<file path="src/rtl/fifo_bench_pkg.sv">
// Shared types and pattern helpers for the async FIFO bench agents.
package fifo_bench_pkg;

  typedef enum logic [1:0] {
    IDLE  = 2'd0,
    RUN   = 2'd1,
    DRAIN = 2'd2,
    DONE  = 2'd3
  } state_t;

  localparam int PAT_INCR = 0;
  localparam int PAT_LFSR = 1;

  localparam logic [7:0] LFSR_POLY_8 = 8'hB8;

  // Right-shifting Galois LFSR feedback taps for common data widths.
  function automatic logic [31:0] lfsr_poly(input int width);
    case (width)
      4:       lfsr_poly = 32'h0000_000C;
      5:       lfsr_poly = 32'h0000_0014;
      6:       lfsr_poly = 32'h0000_0030;
      7:       lfsr_poly = 32'h0000_0060;
      16:      lfsr_poly = 32'h0000_B400;
      default: lfsr_poly = {24'h0, LFSR_POLY_8};
    endcase
  endfunction

  // Next value of the 8-bit reference sequence (increment or Galois LFSR).
  function automatic logic [7:0] next_pattern(input int mode, input logic [7:0] value);
    if (mode == PAT_LFSR) next_pattern = (value >> 1) ^ (value[0] ? LFSR_POLY_8 : 8'h00);
    else                  next_pattern = value + 8'd1;
  endfunction

endpackage

</file>
<file path="src/rtl/fifo_pattern_gen.sv">
// Loadable, enable-advanced pattern generator. Used on both the write and
// read side of the FIFO bench so the two ends walk identical sequences.
module fifo_pattern_gen
  import fifo_bench_pkg::*;
#(
  parameter int                DATA_W   = 8,
  parameter int                PAT_MODE = PAT_INCR,
  parameter logic [DATA_W-1:0] SEED     = DATA_W'(1)
) (
  input  logic              clk,
  input  logic              rst_l,
  input  logic              load,
  input  logic              advance,
  output logic [DATA_W-1:0] value
);

  // An LFSR never leaves the all-zero state, so a zero seed becomes 1.
  localparam logic [DATA_W-1:0] START =
    (PAT_MODE == PAT_LFSR && SEED == '0) ? DATA_W'(1) : SEED;
  localparam logic [DATA_W-1:0] POLY = DATA_W'(lfsr_poly(DATA_W));

  logic [DATA_W-1:0] next_value;

  generate
    if (DATA_W == 8) begin : g_w8
      // 8-bit case uses the shared reference step function.
      always_comb next_value = next_pattern(PAT_MODE, value);
    end else begin : g_wn
      // Other widths use the same step rule with width-specific taps.
      always_comb begin
        if (PAT_MODE == PAT_LFSR) next_value = (value >> 1) ^ (value[0] ? POLY : '0);
        else                      next_value = value + DATA_W'(1);
      end
    end
  endgenerate

  // Load has priority over advance so a restart always begins at the seed.
  always_ff @(posedge clk or negedge rst_l) begin
    if (!rst_l)       value <= START;
    else if (load)    value <= START;
    else if (advance) value <= next_value;
  end

endmodule

</file>
<file path="config.mk">
export PLATFORM = sky130hd
export DESIGN_NAME = fifo_pattern_gen
export DESIGN_NICKNAME = d
export VERILOG_FILES = /design/src/rtl/fifo_bench_pkg.sv /design/src/rtl/fifo_pattern_gen.sv
export SDC_FILE = /design/constraint.sdc
export NUM_CORES = 1
export LEC_CHECK = 0
export CAP_MARGIN = 20
export CORE_AREA = 3 3 40 42
export DETAILED_ROUTE_END_ITERATION = 12
export DIE_AREA = 0 0 43 45
export MAX_ROUTING_LAYER = met4
export PLACE_DENSITY = 0.55
export RECOVER_POWER = 100
export SETUP_SLACK_MARGIN = 0.3
export SLEW_MARGIN = 0
export SYNTH_ARGS = -nofsm -noshare
export SYNTH_HDL_FRONTEND = slang
export SYNTH_SLANG_ARGS = --single-unit
</file>
<file path="constraint.sdc">
create_clock -name clk -period 3.6 [get_ports clk]
set_clock_uncertainty 0.2 [all_clocks]
set_input_delay 0.72 -clock clk [delete_from_list [all_inputs] [get_ports clk]]
set_output_delay 0.72 -clock clk [all_outputs]
set_load 0.01 [all_outputs]
</file>
# Yosys cells after proc, flatten, opt, wreduce, memory -nomap -nowiden
# Index checks and enable logic that the tools add are counted.
# word_totals
ff_bits,8
output_inout_bits,8
# classes
add_sub_neg,1
mux,2
n_reduce_logical,1
# ops
operator,n
$mux W8,2
$add A8 B1 Y8 const B,1
$reduce_bool A2 Y1,1

# Longest topological paths before layout
# Gate-level depths: netlist of run 1.
# logic_depth
depth_word,3
mapped_depth,4
depth_no_buf,4

# Worst setup path before layout of run 1
# No wires, ideal clock.
# synth_path
path_type,input port to flip-flop
from,input load
to,register value[5]
setup_time_ps,77
arrival_time_ps,1485
required_time_ps,3323
path_slack_ps,1838
cell_stages,4
n_path_buf,1
cell_sequence,buf_4 > o2111ai_4 > or3_1 > a21oi_1
# synth_via
elab_chain_cells,1
elab_cells_between_ends,2
classes_between,mux: 1; reduce/logical: 1
# synth_rtl
item,line,text
start: declaration,fifo_pattern_gen.sv:12,"input logic load,"
$mux W8 / $reduce_bool A2 Y1 (equally long branches),--,
end signal: assignment,fifo_pattern_gen.sv:41,else if (advance) value <= next_value;
end: declaration,fifo_pattern_gen.sv:14,output logic [DATA_W-1:0] value
# Parallel ways exist; a longest one is shown, timed or not.
# A chain may end at the register's enable or synchronous reset.

# Worst setup path in the final report of run 1
# layout_path
from,register value[0]
to,output value[0]
# No word-level cell between the ends.

==> impl_results.md, run 1 <==
* Post-CTS Setup Inserts at 0
* Largest fanout on the critical path at 4
* Hold Crit Endpoint: value[7]
* Family with the most delay on the worst path: buffers and inverters
* Layout cells sized above 1 at 8.00%
* Via count at roughly 310
* Max Cap Viol at 0
* Port bufs at 11
* Multi-input gate area at about 170 sq um
* Top reg by flops: value
* Post-synth top flop: dfrtp_1
* Ant. Diodes at 0
* Post-layout min period at 2.35 ns
* Top Registers: value x8
* FF-to-FF End: value[6]
* Mux contribution to synthesized area at approximately 2.5%
* Yosys cell types at 16
* Status: completed
* RSZ-0062 raised after global routing: false
* F_max at between 400 and 500 MHz
* Area Growth Syn to Fin at 30.6%
* R2R Path Start: value[0]
* Row count at 13
* Die ar. at between 1500 and 2000 sq um
* Synthesized flop and latch total at 8
* GPL Wtd Cong at between 0.6 and 0.7
* Setup_tns at 0 ns
* Post-cts resize count at 0
* DRT Pass-1 Iters at 1
* Initial Utilization at 31.2%
* Worst-Skew Late Latency at about 0.25 ns
* Number of CTS-inserted buffers at 3
* Setup-failing EPs final at 0
* Syn_area_per_cell at approximately 11 sq um
* Drt wl/cell at between 10 and 15 microns
* Worst Path Required at between 2 and 3 ns
* WS Path Type: reg2out
* # IOs at 12
* Post-Layout Inst Area at between 500 and 600 sq um
* DIE WIDTH at 43 microns
* Hold path start: value[7]
* EDFF count, synth at 0
* Synthesized instance count at 37
* Hold Crit Class: reg2reg
* Startpoint Class: flip-flop
* Crit-path cells: dlygate4sd3_1
* PD cells at between 300 and 400 nW/um^2
* Dpl hpwl at 645 microns
* R2r setup slk at just under 2 ns
* Post-Synth Simple-Gate Area at ~18%
* Routed Antenna Nets at 0
* Register Area at between 200 and 250 sq um
* Worst setup EP type: output pin
* Max reg flops at 8
* Clk sink count at 8
* Synth Area in Adders at 3.13%
* Worst Reg2Reg Path Length in Cells at 4
* Initial antenna violation count at 0
* GRT Resource Usage Total at 11.0%
* Fin crit share at 65.3%
* Final slew viol count at 0
* Leakage power at roughly 0.00023 uW
* First-pass GRT wire length at between 1500 and 2000 microns
* Commonest non-fill, non-tap cell in the layout: dlygate4sd3_1
* Ys Warns at 0
* CTS max path bufs at 2
* Post-synthesis net count at 42
* Largest net degree at the start of global routing at 10
* Reg clk slew, reported paths at around 0.060 ns
* Fill count at between 100 and 150
* Slowest cell delay on critical path at 0.62 ns
* Total Nets Final at 56
* DR iter-0 viols at 0
* Arr. time, crit path at about 1.4 ns
* CTS tree: yes
* Commonest non-fill, non-tap cells in the layout: dlygate4sd3_1, dfrtp_1, nor2_1
* Vert. Die Dim at 45 microns
* # hold bufs at CTS at 0
* Post-Route WL at approximately 800 microns
* Hold depth at 2
* XOR/XNOR Fraction of Synth Area at 8.75%
* Register area share after synthesis at 50.3%
* CORE AREA at ~1300 sq um
* Drt drc at 0
* Compound-Gate Fraction of Synth Area at 14.1%
* Cell area after synthesis at around 400 sq um
* CTS Root Buffer Type: clkbuf_4
* Vias in the first global route at roughly 340
* Main combinational cell family by area after synthesis: simple AND/OR/NAND/NOR gates
* Maximum vdd drop at 0.121 mV
* Final hold vios at 0
* GR Overflow Total at 0
* Ys async rst share at between 90% and 100%
* Final core occ at 40.7%
* WP buf/inv at 1
* Slowest-stage cell, CP: dlygate4sd3_1
* Vias per cell at 4.80
* Rel. slew slack at about three quarters
* H-tree depth at 1
* Tightest Pin Transition at roughly 0.4 ns
* Post-DP Area at 514 sq um
-- power breakdown --
| group | total (uW) | switching, uW | internal, uW |
|---|---|---|---|
| Sequential | 99.1 | 4.63 | 94.5 |
| Combinational | 24.8 | 12.5 | 12.3 |
| Clock | 73.0 | 30.6 | 42.4 |
| Total | 197 | 47.7 | 149 |
-- synthesized netlist by cell type, types with 2 or more instances --
cell     count  area [sq um]
o21ai_0      3          15.0
dfrtp_1      7           175
or3_1        3          18.8
buf_4        2          15.0
nor2_1       4          15.0
nand3_1      2          10.0
nand2_1      2          7.51
nand4_1      2          12.5
a21oi_1      3          15.0
xor2_1       3          26.3
-- layout make-up --
cell class	count	area share [%]
flip-flops and latches	8	38.5
multi-input cells	27	31.8
repair buffers	11	21.1
clock buffers	4	5.02
well taps	15	3.59
-- logic make-up (layout without fill, tap and decap cells) --
family,count (synthesis),in the layout
DFF,8,8
xor gates and xnor gates,4,4
buffers and inverters,2,15
muxes,1,1
and+or+nand+nor,14,14
adders and majority gates,1,1
AOI/OAI and AO/OA,7,7
-- routing by layer --
metal,GRT usage [%],part of all wire [%],up-vias
met2,18.9,49,9
li1,-,-,157
met4,5.42,0,0
met1,11.8,44,146
met3,2.79,7.5,0
met5,-,0,-
-- worst max path at each step --
stage | from | to | slack, ns | cells after the start
finish | value[0] | value[0] | 1.25 | 1
global route | load | value[5] | 1.15 | 4
CTS | value[0] | value[0] | 1.27 | 1
detailed placement | load | value[5] | 1.15 | 4
global placement | load | value[7] | 1.18 | 4
floorplan | load | value[5] | 1.84 | 4
-- stage by stage --
step                      setup WS (ns)  hold slack [ns]  power (uW)  std cells
after floorplan                    1.84            0.224         116         37
after global placement             1.18            0.344         129         61
after detailed placement           1.15            0.347         130         61
after CTS                          1.27            0.359         207         65
after global routing               1.15            0.387         208         65
final                              1.25            0.357         197         65
Note: power is estimated with default switching activity, not from simulation.
==> inputs of run 2 (changes only) <==
Clock period 3.6 ns to 2.4 ns, I/O delays scaled along.
==> run 2 against run 1 <==
  * Worst setup slack lost 0.87 ns
  * Wire length grew 9.4%
  * Sequential power grew 50%
  * Register-to-register slack lost 1.2 ns
  * Critical endpoint is now value[3]
  * Largest power group unchanged
==> impl_results.md, run 2 (synthesized netlist as in run 1, its figures left out) <==
* R2R Path Start: value[0]
* Worst Reg2Reg Path Length in Cells at 3
* Largest net degree at the start of global routing at 9
* Maximum vdd drop at roughly 0.25 mV
* Hold path start: value[6]
* Commonest non-fill, non-tap cell in the layout: dlygate4sd3_1
* WP buf/inv at 1
* F_max at slightly below 500 MHz
* DRT Pass-1 Iters at 2
* First-pass GRT wire length at about 1600 microns
* Reg clk slew, reported paths at about 0.06 ns
* RSZ-0062 raised after global routing: false
* Max Cap Viol at 0
* Largest fanout on the critical path at 6
* Vert. Die Dim at between 40 and 50 microns
* Initial Utilization at 31.2%
* Row count at 13
* Ant. Diodes at 0
* PD cells at approximately 560 nW/um^2
* Vias in the first global route at between 300 and 400
* Worst Path Required at roughly 1.7 ns
* Layout cells sized above 1 at under 10%
* CTS max path bufs at 2
* CORE AREA at roughly 1300 sq um
* Die ar. at ~1900 sq um
* Startpoint Class: flip-flop
* WS Path Type: reg2out
* Arr. time, crit path at 1.34 ns
* Setup-failing EPs final at 0
* Max reg flops at 8
* Crit path depth at 1
* Top reg by flops: value
* Clk sink count at 8
* Total Nets Final at 57
* CTS Root Buffer Type: clkbuf_4
* FF-to-FF End: value[7]
* R2r setup slk at 0.76 ns
* CTS tree: yes
* Final hold vios at 0
* # hold bufs at CTS at 0
* Drt wl/cell at roughly 14 microns
* DIE WIDTH at ~43 microns
* H-tree depth at 1
* Leakage power at about 0.00024 uW
* Via count at between 300 and 400
* Slowest cell delay on critical path at 0.64 ns
* Hold depth at 2
* # IOs at 12
* Drt drc at 0
* Fin crit share at 84.3%
* Port bufs at 11
* Family with the most delay on the worst path: buffers and inverters
* Rel. slew slack at between 70 and 80%
* Top Registers: value x8
* Status: completed
* Number of CTS-inserted buffers at 3
* Final core occ at between 40 and 50%
* Initial antenna violation count at 0
* Routed Antenna Nets at 0
* Worst setup EP type: output pin
* Fill count at approximately 140
* Tightest Pin Transition at roughly 0.41 ns
* Vias per cell at approximately 5.0
* Final slew viol count at 0
* Crit-path cells: dlygate4sd3_1
* DR iter-0 viols at 1
* GRT Resource Usage Total at 11.9%
* Post-layout min period at between 2 and 2.5 ns
* Setup_tns at 0 ns
* GR Overflow Total at 0
* Dpl hpwl at about 720 microns
* Post-Route WL at ~900 microns
* Hold Crit Endpoint: value[6]
* Slowest-stage cell, CP: dlygate4sd3_1
* Area Growth Syn to Fin at 32.5%
* Hold Crit Class: reg2reg
* Worst-Skew Late Latency at 0.25 ns
* Commonest non-fill, non-tap cells in the layout: dlygate4sd3_1, dfrtp_1, nor2_1
* GPL Wtd Cong at roughly 0.76
==> run 2: cell count changes in the layout (fill, tap and decap cells not counted), sizes merged <==
cell and change:
clkdlybuf4s25 +1, clkdlybuf4s50 +1, dlygate4sd3 -2, buf +1
==> run 2: worst min-delay path, cell delays in order, from the launching register on <==
cell	delay, ns
dfrtp_1	0.40
o21ai_0	0.08
a21oi_1	0.06
==> run 2: area by class of cell <==
class	count	area [sq um]	share of cell area, %
clock buffers	4	26.3	4.95
multi-input cells	27	166	31.4
well taps	15	18.8	3.54
flip-flops and latches	8	201	38.0
repair buffers	12	118	22.2
==> run 2: layer usage <==
metal	part of all wire [%]	wire length (microns)	global-route usage (%)
met1	41	371	12.7
met4	0	0	5.42
met2	52	468	19.8
met5	0	0	-
met3	6.1	55	4.38
==> run 2: worst max path at each step <==
stage                   from       end  slack (ns)
global route         advance  value[7]        0.31
CTS                 value[0]  value[0]        0.32
detailed placement   advance  value[7]        0.27
global placement     advance  value[7]        0.34
floorplan           value[0]  value[6]        0.79
finish              value[3]  value[3]        0.38
==> run 2: report_power, final <==
part	total, uW	switching, uW	internal, uW
clock	110	46.0	63.6
combinational	38.7	19.0	19.8
sequential	149	6.87	142
total	297	71.9	225
==> run 2: through the flow <==
| stage | hold WS (ns) | instance area [sq um] | power [uW] | std cells | setup slack, ns |
|---|---|---|---|---|---|
| 2_1_floorplan | -0.0156 | 400 | 174 | 37 | 0.792 |
| 3_3_place_gp | 0.351 | 522 | 194 | 62 | 0.338 |
| 3_5_place_dp | 0.374 | 522 | 197 | 62 | 0.274 |
| 4_1_cts | 0.311 | 548 | 310 | 66 | 0.319 |
| 5_1_grt | 0.402 | 531 | 315 | 66 | 0.312 |
| 6_report | 0.375 | 531 | 297 | 66 | 0.377 |
==> run 2: what timing repair did <==
action | in CTS | in global routing
setup endpoints to repair | 0 | 1
buffers inserted | 0 | 0
gates resized for setup | 0 | 1
==> inputs of run 3 (changes only) <==
Clock period 2.4 ns to 2.1 ns, I/O delays scaled along.
==> run 3 against run 2 <==
  * Critical path depth is the same
  * Die area is the same
  * Count of clock-buffer cells in the layout is the same
  * Flip-flop and latch count is the same
  * Worst setup slack lost 0.12 ns
  * Total power grew 16%
  * Sequential power grew 16%
  * First-iteration DRC count grew to 5.0 times the previous value
  * Via count grew 12%
  * Clock power grew 16%
  * Wire length grew 8.5%
  * Sequential share of layout area shrank 2.0 points
  * Critical endpoint is now value[4]
  * Highest routed layer is now met4
==> impl_results.md, run 3 (synthesized netlist as in run 1, its figures left out) <==
* Via count at approximately 370
* Post-Route WL at 971 microns
* Vert. Die Dim at approximately 45 microns
* CTS Root Buffer Type: clkbuf_4
* Startpoint Class: flip-flop
* WS Path Type: reg2out
* Initial Utilization at 31.2%
* DRT Pass-1 Iters at 4
* Tightest Pin Transition at between 0.3 and 0.4 ns
* Final slew viol count at 0
* Status: completed
* Largest net degree at the start of global routing at 9
* Worst setup EP type: output pin
* Vias per cell at 5.33
* Number of CTS-inserted buffers at 3
* CP startpoint: value[4]
* Reg clk slew, reported paths at roughly 0.060 ns
* Drt drc at 0
* Routed Antenna Nets at 0
* CTS tree: yes
* Worst Path Required at approximately 1.5 ns
* R2R Path Start: value[0]
* Post-layout min period at about 1.8 ns
* # hold bufs at CTS at 0
* RSZ-0062 raised after global routing: false
* Fill count at about 140
* Leakage power at about 0.00025 uW
* Non-Filler Instances at 69
* Dpl cells at 63
* Fin crit share at about 90%
* GRT Resource Usage Total at 13.0%
* Ant. Diodes at 0
* CTS max path bufs at 2
* WP buf/inv at 1
* Setup-failing EPs final at 0
* Slowest-stage cell, CP: dlygate4sd3_1
* PD cells at about 600 nW/um^2
* Clk sink count at 8
* Slowest cell delay on critical path at ~0.60 ns
* Worst-Skew Late Latency at about 0.26 ns
* Maximum vdd drop at approximately 0.33 mV
* Arr. time, crit path at approximately 1.2 ns
* DIE WIDTH at about 43 microns
* Area Growth Syn to Fin at 39.7%
* Max Cap Viol at 0
* Hold Crit Class: in2async
* Commonest non-fill, non-tap cell in the layout: dfrtp_1
* Final hold vios at 0
* CORE AREA at ~1300 sq um
* Setup_tns at 0 ns
* Final core occ at ~44%
* Family with the most delay on the worst path: buffers and inverters
* Initial antenna violation count at 0
* Vias in the first global route at 369
* Top Registers: value x8
* Rel. slew slack at roughly 75%
* H-tree depth at 1
* Max reg flops at 8
* Row count at 13
* Largest fanout on the critical path at 2
* Total Nets Final at 60
* Port bufs at 11
* DR iter-0 viols at 5
* GR Overflow Total at 0
* Crit-path cells: dlygate4sd3_1
* F_max at ~540 MHz
* Die ar. at 1940 sq um
* Drt wl/cell at roughly 14 microns
* Top reg by flops: value
* First-pass GRT wire length at 1750 microns
* Commonest non-fill, non-tap cells in the layout: dfrtp_1, dlygate4sd2_1, nor2_1
* GPL Wtd Cong at about 0.74
* Layout cells sized above 1 at ~13%
* Dpl hpwl at roughly 740 microns
* # IOs at 12
-- run 3: area by class of cell --
| type | count | area, sq um | share of cell area, % |
|---|---|---|---|
| flip-flops and latches | 8 | 201 | 36.0 |
| multi-input cells | 27 | 184 | 32.9 |
| repair buffers | 15 | 129 | 23.0 |
| clock buffers | 4 | 26.3 | 4.70 |
| well taps | 15 | 18.8 | 3.36 |
-- run 3: worst register-to-register path: stages, from the launching register on --
cell and delay [ns]:
dfstp_1 0.64, ha_1 0.23, nand3_1 0.10, or3_1 0.35
a21oi_1 0.14
-- run 3: where the power goes --
group	switching, uW	internal [uW]
clock network	55.3	72.9
registers	11.9	161
logic	23.2	21.4
-- run 3: final timing paths --
check	to	depth (start not counted)	slack, ns
setup / recovery	value[4]	1	0.25
hold reg to reg	value[6]	2	0.39
min in group clk	value[6]	2	0.39
hold / removal	value[5]	1	0.31
setup reg to reg	value[6]	4	0.36
max in group asynchronous	value[0]	1	1.07
-- run 3: through the flow --
step / total power, uW / cell area, sq um / setup WS [ns] / hold slack (ns)
after global placement: 223 / 529 / 0.199 / 0.342
after global routing: 365 / 559 / 0.218 / 0.338
after detailed placement: 227 / 529 / 0.148 / 0.376
after CTS: 354 / 567 / 0.333 / 0.251
final: 346 / 559 / 0.254 / 0.313
after floorplan: 199 / 400 / 0.492 / -0.0756
-- run 3: routing by layer --
metal | up-vias | part of all wire, % | GRT usage (%)
met2 | 15 | 51 | 20.4
met5 | - | 0 | -
met1 | 181 | 41 | 14.8
met3 | 4 | 6.0 | 3.98
met4 | 0 | 1.3 | 7.23
li1 | 168 | - | -
-- run 3: timing repair --
item	in CTS	in global routing
gates resized for setup	9	1
setup endpoints to repair	8	1
buffers inserted	2	0
